<file path="src/rtl/if_fetch_stage.sv">
// Instruction-fetch stage: credit-limited imem requests, in-order fill ring buffer, decode-side output.
// Optional macro FETCH_MISALIGN_CHECK_EN: a misaligned PC allocates a faulting NOP entry instead of a memory request.
module if_fetch_stage #(
  parameter int FIFO_DEPTH = 2
) (
  input  logic        clk,
  input  logic        rst_n,
  input  logic [31:0] pc_address_i,
  output logic        pc_enable_o,
  output logic        imem_req_valid_o,
  output logic [31:0] imem_req_addr_o,
  input  logic        imem_req_ready_i,
  input  logic        imem_rsp_valid_i,
  input  logic [31:0] imem_rsp_data_i,
  input  logic        flush_i,
  output logic        inst_valid_o,
  output logic [31:0] inst_o,
  output logic [31:0] inst_pc_o,
`ifdef FETCH_MISALIGN_CHECK_EN
  output logic        inst_fault_o,
`endif
  input  logic        inst_ready_i
);
  localparam int PW   = $clog2(FIFO_DEPTH);
  localparam int PTRW = PW + 1;
`ifdef FETCH_MISALIGN_CHECK_EN
  localparam logic [31:0] NOP = 32'h0000_0013;
`endif
  typedef logic [PTRW-1:0] ptr_t;

  logic [31:0]           pc_q   [FIFO_DEPTH];
  logic [31:0]           pc_d   [FIFO_DEPTH];
  logic [31:0]           data_q [FIFO_DEPTH];
  logic [31:0]           data_d [FIFO_DEPTH];
  logic [FIFO_DEPTH-1:0] filled_q, filled_d;
`ifdef FETCH_MISALIGN_CHECK_EN
  logic [FIFO_DEPTH-1:0] fault_q, fault_d;
`endif
  ptr_t alloc_ptr_q, alloc_ptr_d;
  ptr_t fill_ptr_q, fill_ptr_d;
  ptr_t rd_ptr_q, rd_ptr_d;
  ptr_t drop_cnt_q, drop_cnt_d;
  ptr_t inflight;
  logic [PTRW:0] used;
  logic credit_ok, misalign, req_hs, fault_alloc;
  logic [PW-1:0] rd_idx, fill_idx, alloc_idx;

  assign rd_idx    = rd_ptr_q[PW-1:0];
  assign fill_idx  = fill_ptr_q[PW-1:0];
  assign alloc_idx = alloc_ptr_q[PW-1:0];

  // Discarded responses still owed by memory count against credit.
  always_comb begin
    used             = {1'b0, ptr_t'(alloc_ptr_q - rd_ptr_q)} + {1'b0, drop_cnt_q};
    credit_ok        = rst_n && !flush_i && (used < (PTRW+1)'(FIFO_DEPTH));
`ifdef FETCH_MISALIGN_CHECK_EN
    misalign         = pc_address_i[1:0] != 2'b00;
`else
    misalign         = 1'b0;
`endif
    imem_req_valid_o = credit_ok && !misalign;
    imem_req_addr_o  = {pc_address_i[31:2], 2'b00};
    req_hs           = imem_req_valid_o && imem_req_ready_i;
    fault_alloc      = credit_ok && misalign;
    pc_enable_o      = req_hs || fault_alloc;
    inst_valid_o     = filled_q[rd_idx] && (rd_ptr_q != alloc_ptr_q);
    inst_o           = data_q[rd_idx];
    inst_pc_o        = pc_q[rd_idx];
`ifdef FETCH_MISALIGN_CHECK_EN
    inst_fault_o     = inst_valid_o && fault_q[rd_idx];
`endif
  end

  // Requests still owed by memory; fault entries never get a response.
  always_comb begin
`ifdef FETCH_MISALIGN_CHECK_EN
    inflight = '0;
    for (int i = 0; i < FIFO_DEPTH; i++) begin
      if (ptr_t'(i) < ptr_t'(alloc_ptr_q - fill_ptr_q) && !fault_q[fill_idx + PW'(i)])
        inflight = inflight + ptr_t'(1);
    end
`else
    inflight = alloc_ptr_q - fill_ptr_q;
`endif
  end

  always_comb begin
    pc_d        = pc_q;
    data_d      = data_q;
    filled_d    = filled_q;
`ifdef FETCH_MISALIGN_CHECK_EN
    fault_d     = fault_q;
`endif
    alloc_ptr_d = alloc_ptr_q;
    fill_ptr_d  = fill_ptr_q;
    rd_ptr_d    = rd_ptr_q;
    drop_cnt_d  = drop_cnt_q;
    if (flush_i) begin
      alloc_ptr_d = '0;
      fill_ptr_d  = '0;
      rd_ptr_d    = '0;
      filled_d    = '0;
`ifdef FETCH_MISALIGN_CHECK_EN
      fault_d     = '0;
`endif
      drop_cnt_d  = drop_cnt_q + inflight;
      if (imem_rsp_valid_i && drop_cnt_d != '0)
        drop_cnt_d = drop_cnt_d - ptr_t'(1);
    end else begin
      if (inst_valid_o && inst_ready_i) begin
        filled_d[rd_idx] = 1'b0;
        rd_ptr_d         = rd_ptr_q + ptr_t'(1);
      end
      // A response with nothing owed is a protocol violation and is ignored.
      if (imem_rsp_valid_i) begin
        if (drop_cnt_q != '0) begin
          drop_cnt_d = drop_cnt_q - ptr_t'(1);
        end else if (fill_ptr_q != alloc_ptr_q) begin
          data_d[fill_idx]   = imem_rsp_data_i;
          filled_d[fill_idx] = 1'b1;
          fill_ptr_d         = fill_ptr_q + ptr_t'(1);
        end
      end
      if (pc_enable_o) begin
        pc_d[alloc_idx]     = pc_address_i;
        filled_d[alloc_idx] = fault_alloc;
        alloc_ptr_d         = alloc_ptr_q + ptr_t'(1);
`ifdef FETCH_MISALIGN_CHECK_EN
        fault_d[alloc_idx]  = fault_alloc;
        if (fault_alloc)
          data_d[alloc_idx] = NOP;
`endif
      end
`ifdef FETCH_MISALIGN_CHECK_EN
      for (int i = 0; i < FIFO_DEPTH; i++) begin
        if (fill_ptr_d != alloc_ptr_d && fault_d[fill_ptr_d[PW-1:0]])
          fill_ptr_d = fill_ptr_d + ptr_t'(1);
      end
`endif
    end
  end

  always_ff @(posedge clk or negedge rst_n) begin
    if (!rst_n) begin
      for (int i = 0; i < FIFO_DEPTH; i++) begin
        pc_q[i]   <= '0;
        data_q[i] <= '0;
      end
      filled_q    <= '0;
`ifdef FETCH_MISALIGN_CHECK_EN
      fault_q     <= '0;
`endif
      alloc_ptr_q <= '0;
      fill_ptr_q  <= '0;
      rd_ptr_q    <= '0;
      drop_cnt_q  <= '0;
    end else begin
      pc_q        <= pc_d;
      data_q      <= data_d;
      filled_q    <= filled_d;
`ifdef FETCH_MISALIGN_CHECK_EN
      fault_q     <= fault_d;
`endif
      alloc_ptr_q <= alloc_ptr_d;
      fill_ptr_q  <= fill_ptr_d;
      rd_ptr_q    <= rd_ptr_d;
      drop_cnt_q  <= drop_cnt_d;
    end
  end

endmodule
</file>
<file path="config.mk">
export PLATFORM = sky130hd
export DESIGN_NAME = if_fetch_stage
export DESIGN_NICKNAME = d
export VERILOG_FILES = /design/src/rtl/if_fetch_stage.sv
export SDC_FILE = /design/constraint.sdc
export NUM_CORES = 1
export LEC_CHECK = 0
export ABC_CLOCK_PERIOD_IN_PS = 7280
export CAP_MARGIN = 10
export CORE_MARGIN = 5
export CORE_UTILIZATION = 55
export CTS_BUF_LIST = sky130_fd_sc_hd__clkbuf_2 sky130_fd_sc_hd__clkbuf_4 sky130_fd_sc_hd__clkbuf_8
export DETAILED_ROUTE_END_ITERATION = 7
export HOLD_SLACK_MARGIN = 0.15
export PLACE_DENSITY = 0.88
export SKIP_CTS_REPAIR_TIMING = 1
export SLEW_MARGIN = 20
export SYNTH_ARGS = -nofsm -noshare
export SYNTH_HDL_FRONTEND = slang
export SYNTH_SLANG_ARGS = --single-unit
</file>
<file path="constraint.sdc">
create_clock -name clk -period 7.28 [get_ports clk]
set_input_delay 1.456 -clock clk [delete_from_list [all_inputs] [get_ports clk]]
set_output_delay 1.456 -clock clk [all_outputs]
set_load 0.05 [all_outputs]
</file>
==> results.yml, run 1 <==
yosys:
  synth_area_um2: 6610
  synth_top_family_by_area: "multiplexers"
  ys_warn_count: 0
  synth.area.top_cells: "dfrtp_1, mux2_2, mux2_4"
  synth_seq_area_share: 0.522
  yosysTopAreaCellShare: 0.522
  yosys.area.top_type: "dfrtp_1"
  yosys.cell_types.count: 35
  synthMuxAreaShare: 0.346
  synth_cells: 452
  yosys.area_share.simple: 0.0191
  synth-compound-area-share: 0.0140
  synth-seq-cells: 138
  syn_avg_cell_area_um2: 14.6
  synth-adder-area-share: 0.0125
  synth-xor-area-share: 0.0178
clock_network:
  htreeDepth: 4
  clk_pin_slew_ns: 0.07
  clock_path_buffers: 2
  cts_buffers: 17
  insertion_delay_ns: 0.45
  cts_sinks: 138
  root_buffer: "clkbuf_8"
  cts_tree: "built"
finish:
  final_common_cell: "clkdlybuf4s50_1"
  drive_above_1_share: 0.397
  diodes: 0
  final_net_count: 663
  ff_latch_area_um2: 3450
  multiInputGateArea_um2: 2720
  layout_common_cells: "clkdlybuf4s50_1, mux2_2, dfrtp_1, mux2_4, clkbuf_8"
  syn_to_final_growth_pct: 28.8
  final_cells: 747
  fillCellCount: 845
timing:
  max_freq_ghz: 0.195
  fin_crit_sh: 0.704
  rsz0062_at_grt: "no"
  setup_viol_count_final: 0
  slew_violations: 0
  hold_ws_ns: 0.502
  fin_tns_setup_ns: 0
  worst_pin_slew_ns: 0.946
  clock_skew_ns: 0.00821
  relSlewSlack: 0.369
  period_minus_slack_ns: 5.13
  hold_viol_final: 0
critical_path:
  cp_max_fo: 6
  start_kind: "flip-flop"
  cp_data_required_time_ns: 5.82
  cp-end-kind: "output port"
  arrival_ns: 3.67
  crit_type: "reg -> out"
power:
  power_density_nw_per_um2: 384
  p_leak_nw: 3.85
  peakVddDrop_mv: 0.294
  total_power_mw: 3.27
global_routing:
  antenna_found_initial: 0
  first_global_vias: 4590
  grt_overflow: 0
  grt_usage: 0.202
  grt_max_degree: 81
  grt_pass1_wl_mm: 22.7
drt:
  drc: 0
  wl_per_cell_um: 18.9
  vias: 4002
  ant_nets: 0
  route.final.wire_length_mm: 14.1
  firstDrtPassIters: 4
  post_drt_via_cell_ratio: 5.36
  drtIter0Drc: 265
placement:
  gp_congestion: 0.814
  placed_cells: 715
  hpwl_mm: 9.50
  portBuffers: 166
die:
  initial_core_util: 0.555
  std_cell_rows: 40
  dieHeight_um: 120
  fp.dieW_um: 120
  die_area_um2: 14300
  io-pin-count: 169
  core-area_um2: 11900
run_status:
  status: "completed"
worst_hold_path:
  hp-class: "reg -> reg"
run:
  cap_violations: 0
## registers in the layout, summed over array words and instances (netlist names)
| name | cells |
|---|---|
| alloc_ptr_q | 2 |
| filled_q | 2 |
| rd_ptr_q | 2 |
| drop_cnt_q | 2 |
| data_q | 64 |
| pc_q | 64 |
| fill_ptr_q | 2 |
## area by class of cell
type | count | area share
Clock buffer | 24 | 0.0366
Clock inverter | 8 | 0.0135
Sequential cell | 138 | 0.406
Multi-Input combinational cell | 251 | 0.319
Tap cell | 147 | 0.0216
Timing Repair Buffer | 170 | 0.199
Inverter | 9 | 0.00397
## worst paths after layout
kind                                 from          end  slack (ns)  cells past startpoint
setup reg to reg           alloc_ptr_q[0]      pc_q[8]        3.99                      8
hold / removal                 data_q[52]   data_q[52]        0.50                      1
hold reg to reg                data_q[52]   data_q[52]        0.50                      1
setup / recovery           alloc_ptr_q[0]  pc_enable_o        2.15                      7
min in group asynchronous           rst_n   data_q[22]        0.97                      1
max in group asynchronous           rst_n  rd_ptr_q[0]        5.18                      2
## per-layer routing
| metal | routed length [µm] | vias up | global-route usage |
|---|---|---|---|
| met5 | 0 | - | 0 |
| met4 | 230 | 0 | 0.0838 |
| met3 | 976 | 21 | 0.0641 |
| met2 | 6750 | 140 | 0.321 |
| met1 | 6190 | 2027 | 0.258 |
| li1 | - | 1814 | - |
## power by group
part	total, mW	internal (mW)	leakage, nW	switching (mW)
logic	1.47	0.629	1.80	0.838
registers	1.14	1.02	1.83	0.125
clock network	0.658	0.384	0.227	0.274
total	3.27	2.03	3.85	1.24
## cells in the mapped netlist, drive strengths merged
library cell and count:
dfrtp 138, ha 5, a21oi 6, and2 1, xor2 1, nor2b 1
conb 1, nor3 3, fa 1, clkbuf 3, nand2b 2, xnor3 1
o21ai 1, nand3 2, a211oi 2, o221a 1, clkinv 1, nand2 6
buf 52, inv 8, a211o 1, nand4 1, a22oi 1, a21boi 1
nor2 10, xnor2 9, mux2 193
## kinds of logic after synthesis
group / Yosys count
XOR/XNOR: 11
AND/OR/NAND/NOR: 26
adder cells (fa/ha/maj): 6
buffers and inverters: 64
flip-flops: 138
AO/OA/AOI/OAI: 13
multiplexers: 193
other: 1
## worst max-delay path, cell delays in order (launching register included)
cell and delay [ns]:
dfrtp_1 0.42, clkinv_1 0.26, ha_1 0.42, nand2b_1 0.17
fa_1 0.51, nand4_1 0.31, nor2_1 0.25, clkdlybuf4s50_1 0.87
## metrics by stage
stage	setup slack [ns]	utilization	instance area [µm²]
6_report	2.15	0.715	8510
5_1_grt	1.96	0.715	8510
4_1_cts	2.15	0.714	8510
3_5_place_dp	2.37	0.679	8080
3_3_place_gp	2.42	0.679	8080
2_1_floorplan	3.30	-	6610
Power figures use the tool's default switching activity.
==> run 2, diff against run 1 <==
ABC_CLOCK_PERIOD_IN_PS = 4600   (was 7280)
CORE_UTILIZATION = 46   (was 55)
PLACE_DENSITY = 0.79   (was 0.88)
clock period = 4.6 ns   (was 7.28 ns; I/O delays follow)
==> results.yml, run 2 (synthesis results as in run 1) <==
run_status:
  status: "completed"
drt:
  route.final.wire_length_mm: 13.7
  drc: 0
  post_drt_via_cell_ratio: 5.11
  vias: 3992
  wl_per_cell_um: 17.6
  ant_nets: 0
  drtIter0Drc: 176
  firstDrtPassIters: 3
finish:
  final_cells: 781
  final_util: 0.613
  reg_top3: "data_q: 64 flops, pc_q: 64 flops"
  syn_to_final_growth_pct: 29.8
  diodes: 0
  drive_above_1_share: 0.399
  layout_common_cells: "clkdlybuf4s50_1, mux2_2, dfrtp_1, mux2_4, clkbuf_8"
  final_common_cell: "clkdlybuf4s50_1"
  fillCellCount: 1060
  final_net_count: 664
power:
  peakVddDrop_mv: 0.447
  p_leak_nw: 3.86
  power_density_nw_per_um2: 606
  total_power_mw: 5.20
die:
  io-pin-count: 169
  die_area_um2: 16900
  dieHeight_um: 130
  fp.dieW_um: 130
  std_cell_rows: 43
  core-area_um2: 14000
  initial_core_util: 0.473
critical_path:
  cp-end-kind: "output port"
  start_kind: "flip-flop"
  cp_data_required_time_ns: 3.68
  worst-r2r-cell-count: 8
  cp_max_fo: 6
  arrival_ns: 3.21
  crit_type: "reg -> out"
timing:
  max_freq_ghz: 0.242
  hold_viol_final: 0
  slew_violations: 0
  setup_viol_count_final: 0
  rsz0062_at_grt: "no"
  fin_tns_setup_ns: 0
  fin_crit_sh: 0.899
  period_minus_slack_ns: 4.13
  worst_pin_slew_ns: 0.935
  relSlewSlack: 0.377
  clock_skew_ns: 0.0142
placement:
  hpwl_mm: 9.32
  portBuffers: 166
  gp_congestion: 0.722
  placed_cells: 749
clock_network:
  insertion_delay_ns: 0.45
  cts_tree: "built"
  cts_sinks: 138
  clock_path_buffers: 2
  clk_pin_slew_ns: 0.08
  htreeDepth: 4
  root_buffer: "clkbuf_8"
  cts_buffers: 17
run:
  cap_violations: 0
global_routing:
  antenna_found_initial: 0
  grt_usage: 0.171
  grt_pass1_wl_mm: 22.3
  grt_max_degree: 83
  grt_overflow: 0
  first_global_vias: 4408
worst_hold_path:
  hp-class: "in -> async"
-- run 2: changes by cell type in the layout (fill, tap and decap cells not counted) --
cell and change:
clkbuf_4 -3, buf_4 +2, clkinv_4 +2, bufinv_16 +1, clkbuf_8 -1, clkdlybuf4s50_1 -1, clkinvlp_4 +1
-- run 2: through the flow --
step                area [µm²]  setup slack [ns]  hold slack (ns)
global route              8580             0.263            0.427
floorplan                 6610              1.16            0.475
global placement          8130             0.983            0.483
CTS                       8580             0.433            0.413
detailed placement        8130             0.933            0.490
finish                    8580             0.466            0.421
-- run 2: worst max-delay path, stage by stage (launching register included) --
cell and delay (ns):
dfrtp_1 0.41, clkinv_1 0.26, ha_1 0.42, nand2b_1 0.17, fa_1 0.51, nand3_1 0.08
nor2_1 0.11, clkdlybuf4s50_1 0.81
-- run 2: path summary, 6_finish.rpt --
path,startpoint,endpoint,slack (ns)
max,alloc_ptr_q[0],imem_req_valid_o,0.47
min,rst_n,drop_cnt_q[1],0.42
max reg2reg,alloc_ptr_q[0],pc_q[11],1.36
min reg2reg,pc_q[21],pc_q[21],0.50
max in group asynchronous,rst_n,data_q[6],3.06
min in group clk,pc_q[21],pc_q[21],0.50
-- run 2: layout make-up --
cell class                      count  area (µm²)  area share
Timing Repair Buffer              171        1700       0.198
Tap cell                          180         225      0.0263
Sequential cell                   138        3450       0.403
Clock buffer                       20         275      0.0321
Clock inverter                     12         170      0.0198
Multi-Input combinational cell    251        2720       0.317
Inverter                            9        33.8     0.00394
-- run 2: power breakdown --
group / switching (mW) / total, mW / leakage [nW] / internal (mW)
sequential: 0.187 / 1.80 / 1.83 / 1.61
combinational: 1.31 / 2.31 / 1.81 / 0.995
clock: 0.458 / 1.09 / 0.228 / 0.630
-- run 2: layer usage --
layer  vias up  routed length (µm)  GRT usage
li1       1832                   -          -
met1      2005                6080      0.211
met2       137                6200      0.270
met3        18                1260     0.0745
met4         0                 194     0.0587
met5         -                   0          0
==> run 3, diff against run 2 <==
CELL_PAD_IN_SITES_DETAIL_PLACEMENT = 1   (was unset)
CELL_PAD_IN_SITES_GLOBAL_PLACEMENT = 1   (was unset)
CORE_UTILIZATION = 37   (was 46)
PLACE_DENSITY = unset   (was 0.79)
PLACE_DENSITY_LB_ADDON = 0.1   (was unset)
TNS_END_PERCENT = 100   (was unset)
==> results.yml, run 3 (synthesis results as in run 1) <==
die:
  core-area_um2: 17400
  initial_core_util: 0.380
  die_area_um2: 20600
  dieHeight_um: 144
  std_cell_rows: 48
  fp.dieW_um: 144
  io-pin-count: 169
drt:
  route.final.wire_length_mm: 15.1
  vias: 4030
  drtIter0Drc: 112
  drc: 0
  ant_nets: 0
  wl_per_cell_um: 18.2
  post_drt_via_cell_ratio: 4.88
  firstDrtPassIters: 4
finish:
  ff_latch_area_um2: 3450
  diodes: 0
  reg_top3: "data_q: 64 flops, pc_q: 64 flops"
  final_common_cell: "clkdlybuf4s50_1"
  fillCellCount: 1743
  final_net_count: 665
  drive_above_1_share: 0.399
  layout_common_cells: "clkdlybuf4s50_1, mux2_2, dfrtp_1, mux2_4, clkbuf_8"
  syn_to_final_growth_pct: 30.9
  multiInputGateArea_um2: 2720
power:
  p_leak_nw: 3.86
  peakVddDrop_mv: 0.301
  power_density_nw_per_um2: 607
critical_path:
  crit_type: "reg -> out"
  critical-path-slowest-cell: "clkdlybuf4s50_1"
  rr_endpoint: "pc_q[21]"
  regToRegSetupSlack_ns: 1.35
  cp_max_fo: 6
  path_buf_inv: 2
  cp_slowest_stage_delay_ns: 0.81
  cp_data_required_time_ns: 3.68
  start_kind: "flip-flop"
  crit_family: "buffers and inverters"
  arrival_ns: 3.20
  worst-r2r-cell-count: 8
  worstReg2RegStart: "alloc_ptr_q[0]"
  cp-end-kind: "output port"
  crit_path_cell_trace: "clkinv_1 -> ha_1 -> nand2b_1 -> fa_1 -> nand3_1 -> nor2_1 -> clkdlybuf4s50_1"
clock_network:
  insertion_delay_ns: 0.45
  root_buffer: "clkbuf_8"
  htreeDepth: 4
  cts_tree: "built"
  cts_buffers: 17
  clk_pin_slew_ns: 0.08
  clock_path_buffers: 2
  cts_sinks: 138
timing:
  setup_viol_count_final: 0
  worst_pin_slew_ns: 1.02
  clock_skew_ns: 0.0131
  period_minus_slack_ns: 4.12
  hold_ws_ns: 0.283
  slew_violations: 0
  worst_slack_ns: 0.478
  relSlewSlack: 0.321
  hold_viol_final: 0
  fin_crit_sh: 0.896
  fin_tns_setup_ns: 0
  max_freq_ghz: 0.243
  rsz0062_at_grt: "no"
placement:
  gp_congestion: 0.751
  post-place-ws_ns: 0.949
  portBuffers: 166
  hpwl_mm: 10.1
global_routing:
  grt_pass1_wl_mm: 24.5
  antenna_found_initial: 0
  grt_max_degree: 73
  grt_usage: 0.153
  first_global_vias: 4718
  grt_overflow: 0
worst_hold_path:
  hp-class: "in -> async"
run:
  cap_violations: 0
run_status:
  status: "completed"
==> run 3: cell count changes in the layout (fill, tap and decap cells not counted), sizes merged <==
cell	previous run	this run
inv	8	9
buf	7	8
clkinv	8	4
clkinvlp	1	2
bufinv	4	5
==> run 3: how the worst max path moves through the flow <==
stage	start	to	slack, ns	cells past startpoint
global route	alloc_ptr_q[0]	imem_req_valid_o	0.28	7
CTS	alloc_ptr_q[0]	imem_req_valid_o	0.41	7
detailed placement	alloc_ptr_q[0]	imem_req_valid_o	0.95	7
floorplan	alloc_ptr_q[0]	pc_enable_o	1.16	6
global placement	alloc_ptr_q[0]	imem_req_valid_o	0.98	7
finish	alloc_ptr_q[0]	imem_req_valid_o	0.48	7
==> run 3: per-stage QoR <==
stage | cell area [µm²] | instances | util | total power [mW]
6_report | 8660 | 826 | 0.497 | 5.26
5_1_grt | 8660 | 826 | 0.497 | 5.56
4_1_cts | 8660 | 826 | 0.497 | 5.34
3_5_place_dp | 8190 | 795 | 0.470 | 4.16
3_3_place_gp | 8190 | 795 | 0.470 | 4.09
2_1_floorplan | 6610 | 453 | - | 3.43
==> run 3: cell type report <==
type                       count  share of cell area
clock buffer                  20              0.0311
clock inverter                11              0.0223
inverter                       9             0.00390
multi-input combinational    251               0.314
sequential                   138               0.399
tap                          225              0.0325
timing repair buffer         172               0.197
==> run 3: layer usage <==
metal / GRT usage / up-vias / part of all wire
li1: - / 1821 / -
met1: 0.177 / 2080 / 0.42
met2: 0.261 / 115 / 0.50
met3: 0.0646 / 14 / 0.072
met4: 0.0451 / 0 / 0.011
met5: 0 / - / 0
==> run 3: where the power goes <==
part | total (mW) | switching [mW] | internal [mW]
Combinational | 2.31 | 1.32 | 0.995
Clock | 1.14 | 0.466 | 0.678
Sequential | 1.80 | 0.190 | 1.61
==> run 3: worst register-to-register path: stages, from the launching register on <==
cell and delay, ns:
dfrtp_1 0.43, clkinv_1 0.25, ha_1 0.42, nand2b_1 0.17
fa_1 0.51, nand4_1 0.29, nor3_4 0.20, buf_4 0.45
mux2_2 0.41
